===== config.mk =====
export PLATFORM = sky130hd
export DESIGN_NAME = ega_video_conditioner
export DESIGN_NICKNAME = d
export VERILOG_FILES = /design/src/rtl/ega_video_conditioner.sv
export SDC_FILE = /design/constraint.sdc
export NUM_CORES = 1
export LEC_CHECK = 0
export CAP_MARGIN = 20
export CELL_PAD_IN_SITES_DETAIL_PLACEMENT = 1
export CELL_PAD_IN_SITES_GLOBAL_PLACEMENT = 1
export CORE_UTILIZATION = 35
export CTS_CLUSTER_SIZE = 40
export DETAILED_ROUTE_END_ITERATION = 8
export PLACE_DENSITY = 0.64
export SLEW_MARGIN = 15
export SYNTH_ARGS = -nofsm -noshare
export SYNTH_HDL_FRONTEND = slang
export SYNTH_SLANG_ARGS = --single-unit

===== constraint.sdc =====
create_clock -name clk -period 6.92 [get_ports clk]
set_clock_uncertainty 0.2 [all_clocks]
set_input_delay 1.384 -clock clk [delete_from_list [all_inputs] [get_ports clk]]
set_output_delay 1.384 -clock clk [all_outputs]
set_load 0.01 [all_outputs]

===== src/rtl/ega_video_conditioner.sv =====
// EGA/CGA RGBI conditioner: sync filtering, line/frame timing, hysteretic mode
// detection with sync acquisition, per-mode colour remap, blanking and composite sync.
module ega_video_conditioner #(
  parameter int               CW         = 2,
  parameter int               SYNC_FILT  = 8,
  parameter int               HCNT_W     = 16,
  parameter int               VCNT_W     = 32,
  parameter int               ACC_W      = 24,
  parameter logic [ACC_W-1:0] MODE_THR   = 24'h500000,
  parameter logic [ACC_W-1:0] MODE_HYS   = 24'h010000,
  parameter int               ACQ_FRAMES = 2,
  parameter int               HB_START   = 500,
  parameter int               HB_END     = 2950,
  parameter int               VB_START   = 89700,
  parameter int               VB_END     = 780000
) (
  input  logic              clk,
  input  logic              rst,
  input  logic [CW-1:0]     r_in,
  input  logic [CW-1:0]     g_in,
  input  logic [CW-1:0]     b_in,
  input  logic              hs_in,
  input  logic              vs_in,
  output logic [CW-1:0]     r_out,
  output logic [CW-1:0]     g_out,
  output logic [CW-1:0]     b_out,
  output logic              csync,
  output logic              mode,
  output logic              mode_valid,
  output logic [HCNT_W-1:0] hs_period,
  output logic [2:0]        led
);

  localparam int ECW = $clog2(ACQ_FRAMES + 1);
  localparam logic [ECW-1:0]    ACQ_N = ECW'(ACQ_FRAMES);
  localparam logic [HCNT_W-1:0] HB_S  = HCNT_W'(HB_START);
  localparam logic [HCNT_W-1:0] HB_E  = HCNT_W'(HB_END);
  localparam logic [VCNT_W-1:0] VB_S  = VCNT_W'(VB_START);
  localparam logic [VCNT_W-1:0] VB_E  = VCNT_W'(VB_END);
  // Upper bound carries one extra bit so THR+HYS cannot wrap.
  localparam logic [ACC_W:0]    THR_HI = {1'b0, MODE_THR} + {1'b0, MODE_HYS};
  localparam logic [ACC_W-1:0]  THR_LO = MODE_THR - MODE_HYS;

  typedef enum logic {ACQ = 1'b0, LOCK = 1'b1} state_t;

  state_t                state, state_nxt;
  logic [SYNC_FILT-1:0]  hs_sr, vs_sr;
  logic [HCNT_W-1:0]     hcnt;
  logic [VCNT_W-1:0]     vcnt;
  logic [ACC_W-1:0]      acc;
  logic [ECW-1:0]        vedges;
  logic                  h_edge, v_edge, vcnt_sat;
  logic                  lock_now, edge_inc, edge_clr;
  logic                  hd, vd, gate, keep;
  logic [CW-1:0]         r1, g1, b1;
  logic [CW-1:0]         r_m, g_m, b_m;

  // A clean rising edge: two old samples low, two newest samples high.
  assign h_edge   = (hs_sr[SYNC_FILT-1 -: 2] == 2'b00) && (hs_sr[1:0] == 2'b11);
  assign v_edge   = (vs_sr[SYNC_FILT-1 -: 2] == 2'b00) && (vs_sr[1:0] == 2'b11);
  assign vcnt_sat = (vcnt == '1);
  assign led      = {mode_valid, mode, mode};

  always_ff @(posedge clk or posedge rst) begin
    if (rst) begin
      hs_sr     <= '0;
      vs_sr     <= '0;
      hcnt      <= '0;
      vcnt      <= '0;
      hs_period <= '0;
      acc       <= '0;
      mode      <= 1'b0;
    end else begin
      hs_sr <= {hs_sr[SYNC_FILT-2:0], hs_in};
      vs_sr <= {vs_sr[SYNC_FILT-2:0], vs_in};
      if (h_edge)          hcnt <= '0;
      else if (hcnt != '1) hcnt <= hcnt + 1'b1;
      if (v_edge)          vcnt <= '0;
      else if (!vcnt_sat)  vcnt <= vcnt + 1'b1;
      if (h_edge) hs_period <= hcnt;
      if (vs_sr[0]) begin
        if (acc != '1) acc <= acc + 1'b1;
      end else if (acc != '0) begin
        acc <= acc - 1'b1;
      end
      if ({1'b0, acc} > THR_HI) mode <= 1'b0;
      else if (acc < THR_LO)    mode <= 1'b1;
    end
  end

  always_ff @(posedge clk or posedge rst) begin
    if (rst) state <= ACQ;
    else     state <= state_nxt;
  end

  always_comb begin
    state_nxt = state;
    case (state)
      ACQ:  if (vedges >= ACQ_N) state_nxt = LOCK;
      LOCK: if (vcnt_sat)        state_nxt = ACQ;
      default: state_nxt = ACQ;
    endcase
  end

  always_comb begin
    lock_now = (state == LOCK);
    edge_inc = (state == ACQ) && v_edge && (vedges != '1);
    edge_clr = (state == LOCK) && vcnt_sat;
  end

  always_ff @(posedge clk or posedge rst) begin
    if (rst) begin
      vedges     <= '0;
      mode_valid <= 1'b0;
    end else begin
      if (edge_clr)      vedges <= '0;
      else if (edge_inc) vedges <= vedges + 1'b1;
      mode_valid <= lock_now;
    end
  end

  // Stage 1 captures raw colour and the visible-window flags for the same hcnt/vcnt.
  always_comb begin
    r_m = r1;
    g_m = g1;
    b_m = b1;
    if (mode) begin
      r_m[0] = g1[0];
      b_m[0] = g1[0];
      if ((g1[1:0] == 2'b10) && r1[CW-1] && !b1[CW-1]) g_m[1:0] = 2'b01;
    end
    gate = mode ? (hd & vd) : 1'b1;
    keep = gate & mode_valid;
  end

  always_ff @(posedge clk or posedge rst) begin
    if (rst) begin
      r1    <= '0;
      g1    <= '0;
      b1    <= '0;
      hd    <= 1'b0;
      vd    <= 1'b0;
      r_out <= '0;
      g_out <= '0;
      b_out <= '0;
      csync <= 1'b1;
    end else begin
      r1    <= r_in;
      g1    <= g_in;
      b1    <= b_in;
      hd    <= (hcnt >= HB_S) && (hcnt <= HB_E);
      vd    <= (vcnt >= VB_S) && (vcnt <= VB_E);
      r_out <= {CW{keep}} & r_m;
      g_out <= {CW{keep}} & g_m;
      b_out <= {CW{keep}} & b_m;
      if (!mode_valid) csync <= 1'b1;
      else if (mode)   csync <= ~(hs_sr[0] ^ vs_sr[0]);
      else             csync <= hs_sr[0] ^ vs_sr[0];
    end
  end

endmodule


### Word level (Yosys, flattened, before mapping)

Cells that the tools add are included.

* reductions and logical operators: 18
* bitwise logic cells: 8
* add/sub/neg operators: 5
* multiplexer cells: 21
* equality and inequality tests: 9
* magnitude comparators: 7

Operator list (number)
* $mux W24: 3
* $mux W32: 2
* $add A32 B1 Y32 const B: 1
* $eq A32 B32 Y1 const B: 1
* $ge A32 B17 Y1 const B: 1
* $le A32 B20 Y1 const B: 1
* $mux W16: 2
* $add A24 B1 Y24 const B: 1
* $gt A24 B23 Y1 const B: 1
* $lt A24 B23 Y1 const B: 1
* $ne A24 B24 Y1 const B: 1
* $reduce_bool A24 Y1: 1
* $sub A24 B1 Y24 const B: 1
* $add A16 B1 Y16 const B: 1
* $ge A16 B9 Y1 const B: 1
* $le A16 B12 Y1 const B: 1
* $ne A16 B16 Y1 const B: 1
* $logic_and A1 B1 Y1: 9
* $mux W1: 9
* $mux W2: 4
* $reduce_bool A2 Y1: 4
* $and A2 B2 Y2: 3
* $eq A2 B2 Y1 const B: 3
* $logic_not A2 Y1: 2
* other kinds (10): 13

* logic and storage cells: 87
* register bits after elaboration: 124
* input port bits: 10
* output and inout port bits: 28

### Longest topological paths before layout

Gate-level depths: netlist of run 1.

* depth after elaboration: 6
* mapped depth: 10
* depth with buffers taken out: 9

### Worst setup path after synthesis of run 1

OpenSTA, ideal clock, no wires.

* path type: register -> register
* start: register vs_sr[0]
* end: register acc[17]
* stages on the path, launching flop included: 10
* data arrival time: 2.550 ns
* path slack: 4.029 ns
* path buffers: 0
* data required time: 6.579 ns
* period minus slack after synthesis: 2.891 ns
* setup time: 0.141 ns
* path through: dfrtp_1 > inv_1 > ha_1 > a21o_1 > a21o_1 > o211ai_1 > a311oi_1 > a221oi_1 > xor2_1 > o21ai_0

* cells in the longest elaborated chain, start to end: 2
* elaborated cells between the ends (all ways): 4
* classes of those cells: 1 x eq/ne; 1 x mux; 2 x reduce/logical

RTL lines
* start: declaration: line 47 `logic [SYNC_FILT-1:0] hs_sr, vs_sr;`
* start signal: assignment: line 75 `vs_sr <= {vs_sr[SYNC_FILT-2:0], vs_in};`
* $ne A2 B1 Y1 (no source line) / $reduce_bool A2 Y1 (equally long branches)
* $reduce_and A2 Y1 (no source line)
* end signal: assignment: line 82 `if (acc != '1) acc <= acc + 1'b1;`
* end signal: assignment: line 84 `acc <= acc - 1'b1;`
* end: declaration: line 50 `logic [ACC_W-1:0] acc;`

Parallel ways exist; a longest one is shown, timed or not.
A chain may end at the register's enable or synchronous reset.

### Final worst setup path of run 1

Ends and elaborated chain as after synthesis.

==> flow_metrics.tcl, run 1 <==
set metrics [dict create \
    grt_max_degree 77 \
    cp-start-kind "flop" \
    insertion_delay_ps 410 \
    vias 4952 \
    ys_warn_count 0 \
    status "complete, no violations" \
    place_hpwl_um 11010 \
    cts_made_buffers 17 \
    start_util 0.3576 \
    crit_family "compound AO/OA/AOI/OAI gates" \
    grt_usage 0.1816 \
    h-tree-depth 4 \
    hold_viol 0 \
    wl_per_cell_um 17.33 \
    seq_power_share 0.351 \
    dp_slack_ps 3417 \
    synth_edf_count 0 \
    grt_pass1_vias 5105 \
    final_max_slew_viol_count 0 \
    drt_first_pass_iters 4 \
    endpoint_kind "flop" \
    vdd_drop_max_v 0.0001761 \
    crit_slowest_cell "inv_1" \
    design.core.area_mm2 0.01802 \
    grt_setup_unrepaired "false" \
    clk_pin_slew_ps 60 \
    min-delay-start "vs_sr[2]" \
    max-cap-violations 0 \
    combinationalPowerShare 0.336 \
    io_buffers 37 \
    drt_iter0_markers 201 \
    crit_top_cell "a21o_1" \
    ys_async_sr_fraction 1.000 \
    relSlewSlack 0.3559 \
    fin_util 0.4268 \
    worst_ep_arrival_time_ps 3470 \
    grt_overflow 0 \
    fin_ws_ps 3496 \
    final.setup.tns_ps 0 \
    critical_path.startpoint "vs_sr[0]" \
    postSynthAreaPerCell_um2 10.09 \
    die_h_um 137.7 \
    worstSetupPathType "flop to flop" \
    wl_um 15990 \
    die_x_um 137.7 \
    cts_setup_buffers 0 \
    gp_congestion 0.8441 \
    min_period_ps 3424 \
    cts-root-buf "clkbuf_16" \
    reg2reg_from "vs_sr[0]" \
    max_stage_delay_ps 720 \
    drive_gt1_frac 0.1052 \
    layout_common_cells "123 x dfrtp_1, 75 x nor2_1, 51 x nand2_1" \
    areaGrowthSynthToFinish_pct 19.37 \
    hold_buffers 0 \
    finalCritPeriodShare 0.4948 \
    cts.sinks 124 \
    synthCells 639 \
    power_density_mw_per_mm2 393.9 \
    fin_nets 720 \
    final_common_cell "dfrtp_1" \
    p_sw_mw 1.066 \
    cts_tree "built" \
    cp_num_buf_inv 1 \
    max_freq_ghz 0.2920 \
    p_clk_frac 0.313 \
    yosysSeqAreaShare 0.4817 \
    crit_chain "inv_1, ha_1, a21o_1, a21o_1, o211ai_1, a311oi_1, a221oi_1, xor2_1, o21ai_0" \
    required_ps 6970 \
    setup_violations 0 \
    antenna_found_initial 0 \
    worstHoldPathType "flop to flop" \
    ctsResizeCount 0 \
    ys_types 62 \
    die-area_mm2 0.01896 \
    synth-main-ff-cell "dfrtp_1" \
    design_area_mm2 0.007694 \
    synth_nets 678 \
    placedInstanceArea_mm2 0.007062 \
    grt_pass1_wl_um 26410 \
    p_int_mw 1.965 \
    p_sw_frac 0.3517 \
    pin_count 38 \
    worst_pin_slew_ps 966.1 \
    drcViolationCount 0 \
    netlist_area_mm2 0.006445 \
    vias_per_cell 5.365 \
    diodes 0 \
    rows 49 \
    total_power_mw 3.030 \
    ys_seq_elements 124 \
    cts_max_path_buffers 2 \
    cp_max_fo 25 \
    power_leakage_nw 3.361 \
    ant_nets 0 \
]
[registers in the layout, indices dropped and copies added (netlist names), 2 cells and up]
signal	cells
hs_sr	8
vcnt	32
acc	24
b1	2
g1	2
vedges	2
vs_sr	8
b_out	2
hs_period	16
r_out	2
r1	2
g_out	2
hcnt	16
[per-layer routing]
| layer | global-route usage | vias to the layer above | share of wire |
|---|---|---|---|
| met5 | 0 | - | 0 |
| met3 | 0.02870 | 19 | 0.017 |
| met1 | 0.2310 | 2493 | 0.47 |
| li1 | - | 2383 | - |
| met4 | 0.06884 | 0 | 0.013 |
| met2 | 0.3085 | 57 | 0.50 |
[cells in the mapped netlist, types with 4 or more instances]
library cell / count / area [µm²]
o21a_1: 5 / 37.54
mux2_2: 16 / 180.2
buf_4: 4 / 30.03
dfrtp_1: 123 / 3078
nor4_1: 12 / 75.07
ha_1: 28 / 350.3
inv_1: 17 / 63.81
o21bai_1: 4 / 30.03
and3_1: 8 / 50.05
nand4_1: 17 / 106.4
o21ai_0: 35 / 175.2
xor2_1: 29 / 254.0
a21o_1: 15 / 112.6
nand2_1: 51 / 191.4
or3_1: 6 / 37.54
nor3_1: 19 / 95.09
nand3_1: 26 / 130.1
xnor2_1: 27 / 236.5
nand2b_1: 5 / 31.28
a31oi_1: 6 / 37.54
a21oi_1: 35 / 175.2
nor2_1: 75 / 281.5
clkbuf_1: 11 / 41.29
[power by group through the flow]
stage | logic, mW | registers [mW] | clock network, mW
2_1_floorplan | 0.747 | 1.01 | 0
3_3_place_gp | 0.983 | 1.06 | 0
3_5_place_dp | 1.01 | 1.07 | 0
4_1_cts | 1.02 | 1.06 | 0.968
5_1_grt | 1.14 | 1.08 | 0.997
6_report | 1.02 | 1.06 | 0.949
[stage by stage]
stage,hold slack (ps),std cells
2_1_floorplan,131.2,639
3_3_place_gp,134.0,891
3_5_place_dp,136.4,891
4_1_cts,149.5,923
5_1_grt,155.2,923
6_report,145.8,923
[worst paths after layout]
path / depth (start not counted) / slack, ps / end
setup / recovery: 9 / 3500 / acc[17]
setup reg to reg: 9 / 3500 / acc[17]
max in group asynchronous: 3 / 3940 / vcnt[27]
hold / removal: 0 / 150 / vs_sr[3]
min in group asynchronous: 2 / 1340 / hs_period[15]
hold reg to reg: 0 / 150 / vs_sr[3]
[worst register-to-register path: cells and delay by family (launching register included)]
kind / cells / cell delay, ps
AO/OA/AOI/OAI: 6 / 1310
buffers and inverters: 1 / 720
XOR/XNOR: 1 / 160
adder cells (fa/ha/maj): 1 / 430
flip-flops: 1 / 450
[final cells by class]
cell class / count / area [µm²]
sequential: 124 / 3104
multi-input combinational: 480 / 3204
clock inverter: 13 / 188.9
tap: 229 / 286.5
fill: 2026 / 10330
timing repair buffer: 41 / 400.4
inverter: 17 / 66.31
clock buffer: 19 / 442.9
[logic make-up after synthesis]
logic type / count (synthesis) / share of synthesized area
flip-flops: 124 / 0.4817
buffers and inverters: 35 / 0.02291
multiplexers: 19 / 0.03261
AND/OR/NAND/NOR: 247 / 0.2025
AO/OA/AOI/OAI: 129 / 0.1268
XOR/XNOR: 56 / 0.07610
adder cells (fa/ha/maj): 29 / 0.05747
Note: power is estimated with default switching activity, not from simulation.
==> run 2: changes to the inputs <==
Clock period 6.92 ns to 3.5 ns, I/O delays scaled along.
==> run 2 against run 1 <==
Effect of this change:
- critical path depth grew 1
- sequential power grew 96%
- register-to-register slack lost 3000 ps
- core utilization grew 0.53 points
- global-route usage grew 0.31 points
- cell count grew 0.76%
- combinational power grew 100%
- critical path type unchanged
- largest cell class unchanged
- largest power group unchanged
==> flow_metrics.tcl, run 2 (synthesis gave the netlist of run 1 again) <==
set metrics [dict create \
    gp_congestion 0.8445 \
    cp_max_fo 12 \
    relSlewSlack 0.5501 \
    fin_nets 727 \
    wl_per_cell_um 17.37 \
    multiInputGateArea_mm2 0.003204 \
    io_buffers 37 \
    grt_pass1_wl_um 26960 \
    vdd_drop_max_v 0.0003489 \
    power_leakage_nw 3.415 \
    worstHoldPathType "flop to flop" \
    vias_per_cell 5.359 \
    diodes 0 \
    finalCritPeriodShare 0.8544 \
    endpoint_kind "flop" \
    design_area_mm2 0.007789 \
    h-tree-depth 4 \
    rr_worst_depth 10 \
    setup_violations 0 \
    largest_register_ffs 32 \
    die-area_mm2 0.01896 \
    max_freq_ghz 0.3344 \
    max-cap-violations 0 \
    cts-root-buf "clkbuf_16" \
    grt_max_degree 40 \
    design.core.area_mm2 0.01802 \
    final_common_cell "dfrtp_1" \
    grt_overflow 0 \
    required_ps 3620 \
    status "complete, no violations" \
    clk_pin_slew_ps 60 \
    drive_gt1_frac 0.1141 \
    start_util 0.3576 \
    min_period_ps 2990 \
    hold_buffers 0 \
    hold_viol 0 \
    die_h_um 137.7 \
    worst_ep_arrival_time_ps 3110 \
    areaGrowthSynthToFinish_pct 20.85 \
    place_hpwl_um 11500 \
    cts_setup_buffers 0 \
    die_x_um 137.7 \
    vias 4984 \
    reg2reg_from "vs_sr[0]" \
    grt_pass1_vias 5274 \
    ant_nets 0 \
    ctsResizeCount 0 \
    drt_iter0_markers 163 \
    cts_tree "built" \
    wl_um 16160 \
    cts_max_path_buffers 2 \
    worstSetupPathType "flop to flop" \
    critical_path.startpoint "vs_sr[0]" \
    r2r-end "acc[23]" \
    regArea_mm2 0.003104 \
    layout_common_cells "123 x dfrtp_1, 75 x nor2_1, 51 x nand2_1" \
    cts.sinks 124 \
    final_max_slew_viol_count 0 \
    crit_end "acc[23]" \
    rows 49 \
    worst_pin_slew_ps 668.8 \
    antenna_found_initial 0 \
    insertion_delay_ps 420 \
    grt_setup_unrepaired "false" \
    placedInstanceArea_mm2 0.007141 \
    top_regs "vcnt x32, acc x24" \
    r2r_slack_ps 510 \
    final.setup.tns_ps 0 \
    pin_count 38 \
    drt_first_pass_iters 4 \
    cts_made_buffers 17 \
    largest-register "vcnt" \
    grt_usage 0.1847 \
    drcViolationCount 0 \
    cp-start-kind "flop" \
    power_density_mw_per_mm2 779.7 \
    n_fill_cell 2052 \
]
## run 2: changes by cell type in the layout (fill, tap and decap cells not counted), sizes merged
cell / previous run / this run
buf: 4 / 11
bufinv: 4 / 5
clkbuf: 19 / 20
inv: 19 / 17
## run 2: metal layers
metal  share of wire  routed length, µm  global-route usage
met5               0                  0                   0
met4           0.013                205             0.05616
met3           0.027                442             0.04010
met1            0.45               7252              0.2323
met2            0.51               8254              0.3152
## run 2: worst min-delay path by stage
stage | from | end | slack (ps) | cells after the start
6_report | hs_sr[2] | hs_sr[3] | 150 | 0
5_1_grt | hs_sr[2] | hs_sr[3] | 150 | 0
4_1_cts | hs_sr[2] | hs_sr[3] | 150 | 0
3_5_place_dp | hs_sr[2] | hs_sr[3] | 140 | 0
3_3_place_gp | hs_sr[5] | hs_sr[6] | 140 | 0
2_1_floorplan | hs_sr[2] | hs_sr[3] | 130 | 0
## run 2: power by group
| group | switching (mW) | internal [mW] |
|---|---|---|
| combinational | 1.09 | 0.942 |
| clock | 0.658 | 1.30 |
| sequential | 0.335 | 1.75 |
## run 2: worst max-delay path, cell delays in order (launching register included)
cell and delay, ps:
dfrtp_1 460, inv_1 210, buf_4 250, ha_1 400, and3_1 230, nand2_1 90
nor3_1 250, inv_1 80, o311ai_2 340, a211oi_1 130, a311oi_1 250
## run 2: final cells by class
type / instances / share of cell area
Tap cell: 229 / 0.03679
Multi-Input combinational cell: 480 / 0.4114
Sequential cell: 124 / 0.3986
Clock buffer: 20 / 0.05863
Inverter: 17 / 0.008675
Clock inverter: 12 / 0.02458
Timing Repair Buffer: 48 / 0.06137
## run 2: per-stage QoR
stage / total power [mW] / std cells / hold WS (ps) / setup slack (ps) / util
after floorplan: 3.477 / 639 / 131.2 / 608.8 / -
after global routing: 6.467 / 930 / 153.2 / 209.4 / 0.4321
after CTS: 6.143 / 930 / 148.9 / 487.8 / 0.4321
after global placement: 4.052 / 898 / 135.1 / 601.0 / 0.3962
after detailed placement: 4.137 / 898 / 136.4 / 494.6 / 0.3962
final: 6.073 / 930 / 146.5 / 509.7 / 0.4321
==> run 3: changes to the inputs <==
Settings changed: PLACE_DENSITY 0.64 to default, PLACE_DENSITY_LB_ADDON from default to 0.1.
==> run 3 against run 2 <==
Effect of this change:
- first-iteration DRC count shrank 5.5%
- die area unchanged
- hold slack improved by 1.9 ps
- global-route usage shrank 0.19 points
- largest cell class unchanged
==> flow_metrics.tcl, run 3 (synthesis gave the netlist of run 1 again) <==
set metrics [dict create \
    fin_nets 727 \
    drive_gt1_frac 0.1141 \
    p_clk_frac 0.330 \
    cp-start-kind "flop" \
    worst_ep_arrival_time_ps 3080 \
    cts-root-buf "clkbuf_16" \
    relSlewSlack 0.5421 \
    finalCritPeriodShare 0.8447 \
    grt_setup_unrepaired "false" \
    hold_buffers 0 \
    min_period_ps 2957 \
    worstHoldPathType "flop to flop" \
    crit_slowest_cell "dfrtp_1" \
    required_ps 3620 \
    final.setup.tns_ps 0 \
    seq_power_share 0.342 \
    p_int_mw 4.056 \
    wl_um 15610 \
    max_stage_delay_ps 460 \
    vias 4909 \
    start_util 0.3576 \
    design_area_mm2 0.007826 \
    place_inst 898 \
    largest_register_ffs 32 \
    pin_count 38 \
    die_x_um 137.7 \
    io_buffers 37 \
    clk_pin_slew_ps 60 \
    drt_first_pass_iters 4 \
    combinationalPowerShare 0.328 \
    vias_per_cell 5.278 \
    final_common_cell "dfrtp_1" \
    p_sw_mw 2.060 \
    insertion_delay_ps 420 \
    hold_viol 0 \
    die_h_um 137.7 \
    layout_common_cells "123 x dfrtp_1, 75 x nor2_1, 51 x nand2_1" \
    p_sw_frac 0.3368 \
    grt_max_degree 41 \
    crit_top_cell "a21o_1" \
    ant_nets 0 \
    power_density_mw_per_mm2 781.5 \
    drt_iter0_markers 154 \
    cts_tree "built" \
    cts_made_buffers 17 \
    place_hpwl_um 11030 \
    wl_per_cell_um 16.78 \
    power_leakage_nw 3.430 \
    top_regs "vcnt x32, acc x24" \
    worstSetupPathType "flop to flop" \
    drcViolationCount 0 \
    cts_setup_buffers 0 \
    fin_cells 930 \
    grt_pass1_vias 5235 \
    cp_max_fo 24 \
    endpoint_kind "flop" \
    worst_pin_slew_ps 680.5 \
    cts_max_path_buffers 2 \
    vdd_drop_max_v 0.0004144 \
    setup_violations 0 \
    grt_overflow 0 \
    die-area_mm2 0.01896 \
    antenna_found_initial 0 \
    status "complete, no violations" \
    rows 49 \
    h-tree-depth 4 \
    diodes 0 \
    design.core.area_mm2 0.01802 \
    crit_chain "inv_1, buf_12, ha_1, a21o_1, a21o_1, o21a_1, nor2_1, o311ai_2, a21o_1, a311oi_1" \
    ctsResizeCount 0 \
    max-cap-violations 0 \
    placedInstanceArea_mm2 0.007153 \
    areaGrowthSynthToFinish_pct 21.43 \
    fin_util 0.4342 \
    final_max_slew_viol_count 0 \
    largest-register "vcnt" \
    grt_usage 0.1828 \
    grt_pass1_wl_um 26740 \
    gp_congestion 0.8387 \
    cts.sinks 124 \
    max_freq_ghz 0.3382 \
]
==> run 3: cell type report <==
| cell class | instances | area, µm² |
|---|---|---|
| fillers | 1993 | 10200 |
| multi-input cells | 480 | 3204 |
| flip-flops and latches | 124 | 3104 |
| repair buffers | 48 | 490.5 |
| clock buffers | 20 | 456.7 |
| well taps | 229 | 286.5 |
| clock inverters | 12 | 216.5 |
| inverters | 17 | 67.56 |
==> run 3: layer usage <==
layer	GRT usage	wire length [µm]
met4	0.06280	242
met3	0.04084	395
met5	0	0
met2	0.3004	7649
met1	0.2360	7322
==> run 3: power by group through the flow <==
stage / clock network [mW] / logic [mW] / registers [mW]
global placement: 0 / 1.97 / 2.10
global route: 2.13 / 2.30 / 2.13
detailed placement: 0 / 2.01 / 2.12
floorplan: 0 / 1.48 / 2.00
finish: 2.02 / 2.01 / 2.09
CTS: 2.08 / 2.03 / 2.09
==> run 3: final timing paths <==
kind	cells past startpoint	end	slack, ps	startpoint
worst max-delay path	10	acc[23]	540	vs_sr[0]
worst min-delay path	0	hs_sr[3]	150	hs_sr[2]
worst max register to register	10	acc[23]	540	vs_sr[0]
worst min register to register	0	hs_sr[3]	150	hs_sr[2]
max in group asynchronous	3	csync	1930	rst
min in group asynchronous	2	vcnt[20]	500	rst
==> run 3: critical path, delay by kind of cell (launching register included) <==
family / cells / cell delay (ps)
fa+ha+maj: 1 / 380
buf+inv: 2 / 320
flops: 1 / 460
compound gates: 6 / 1230
simple gates: 1 / 260
==> run 3: per-stage QoR <==
| stage | setup slack, ps | hold WS (ps) | total power, mW |
|---|---|---|---|
| final | 543.4 | 148.4 | 6.116 |
| after global routing | 350.1 | 156.8 | 6.564 |
| after CTS | 517.7 | 151.6 | 6.201 |
| after detailed placement | 561.0 | 136.5 | 4.127 |
| after global placement | 657.1 | 135.3 | 4.076 |
| after floorplan | 608.8 | 131.2 | 3.477 |
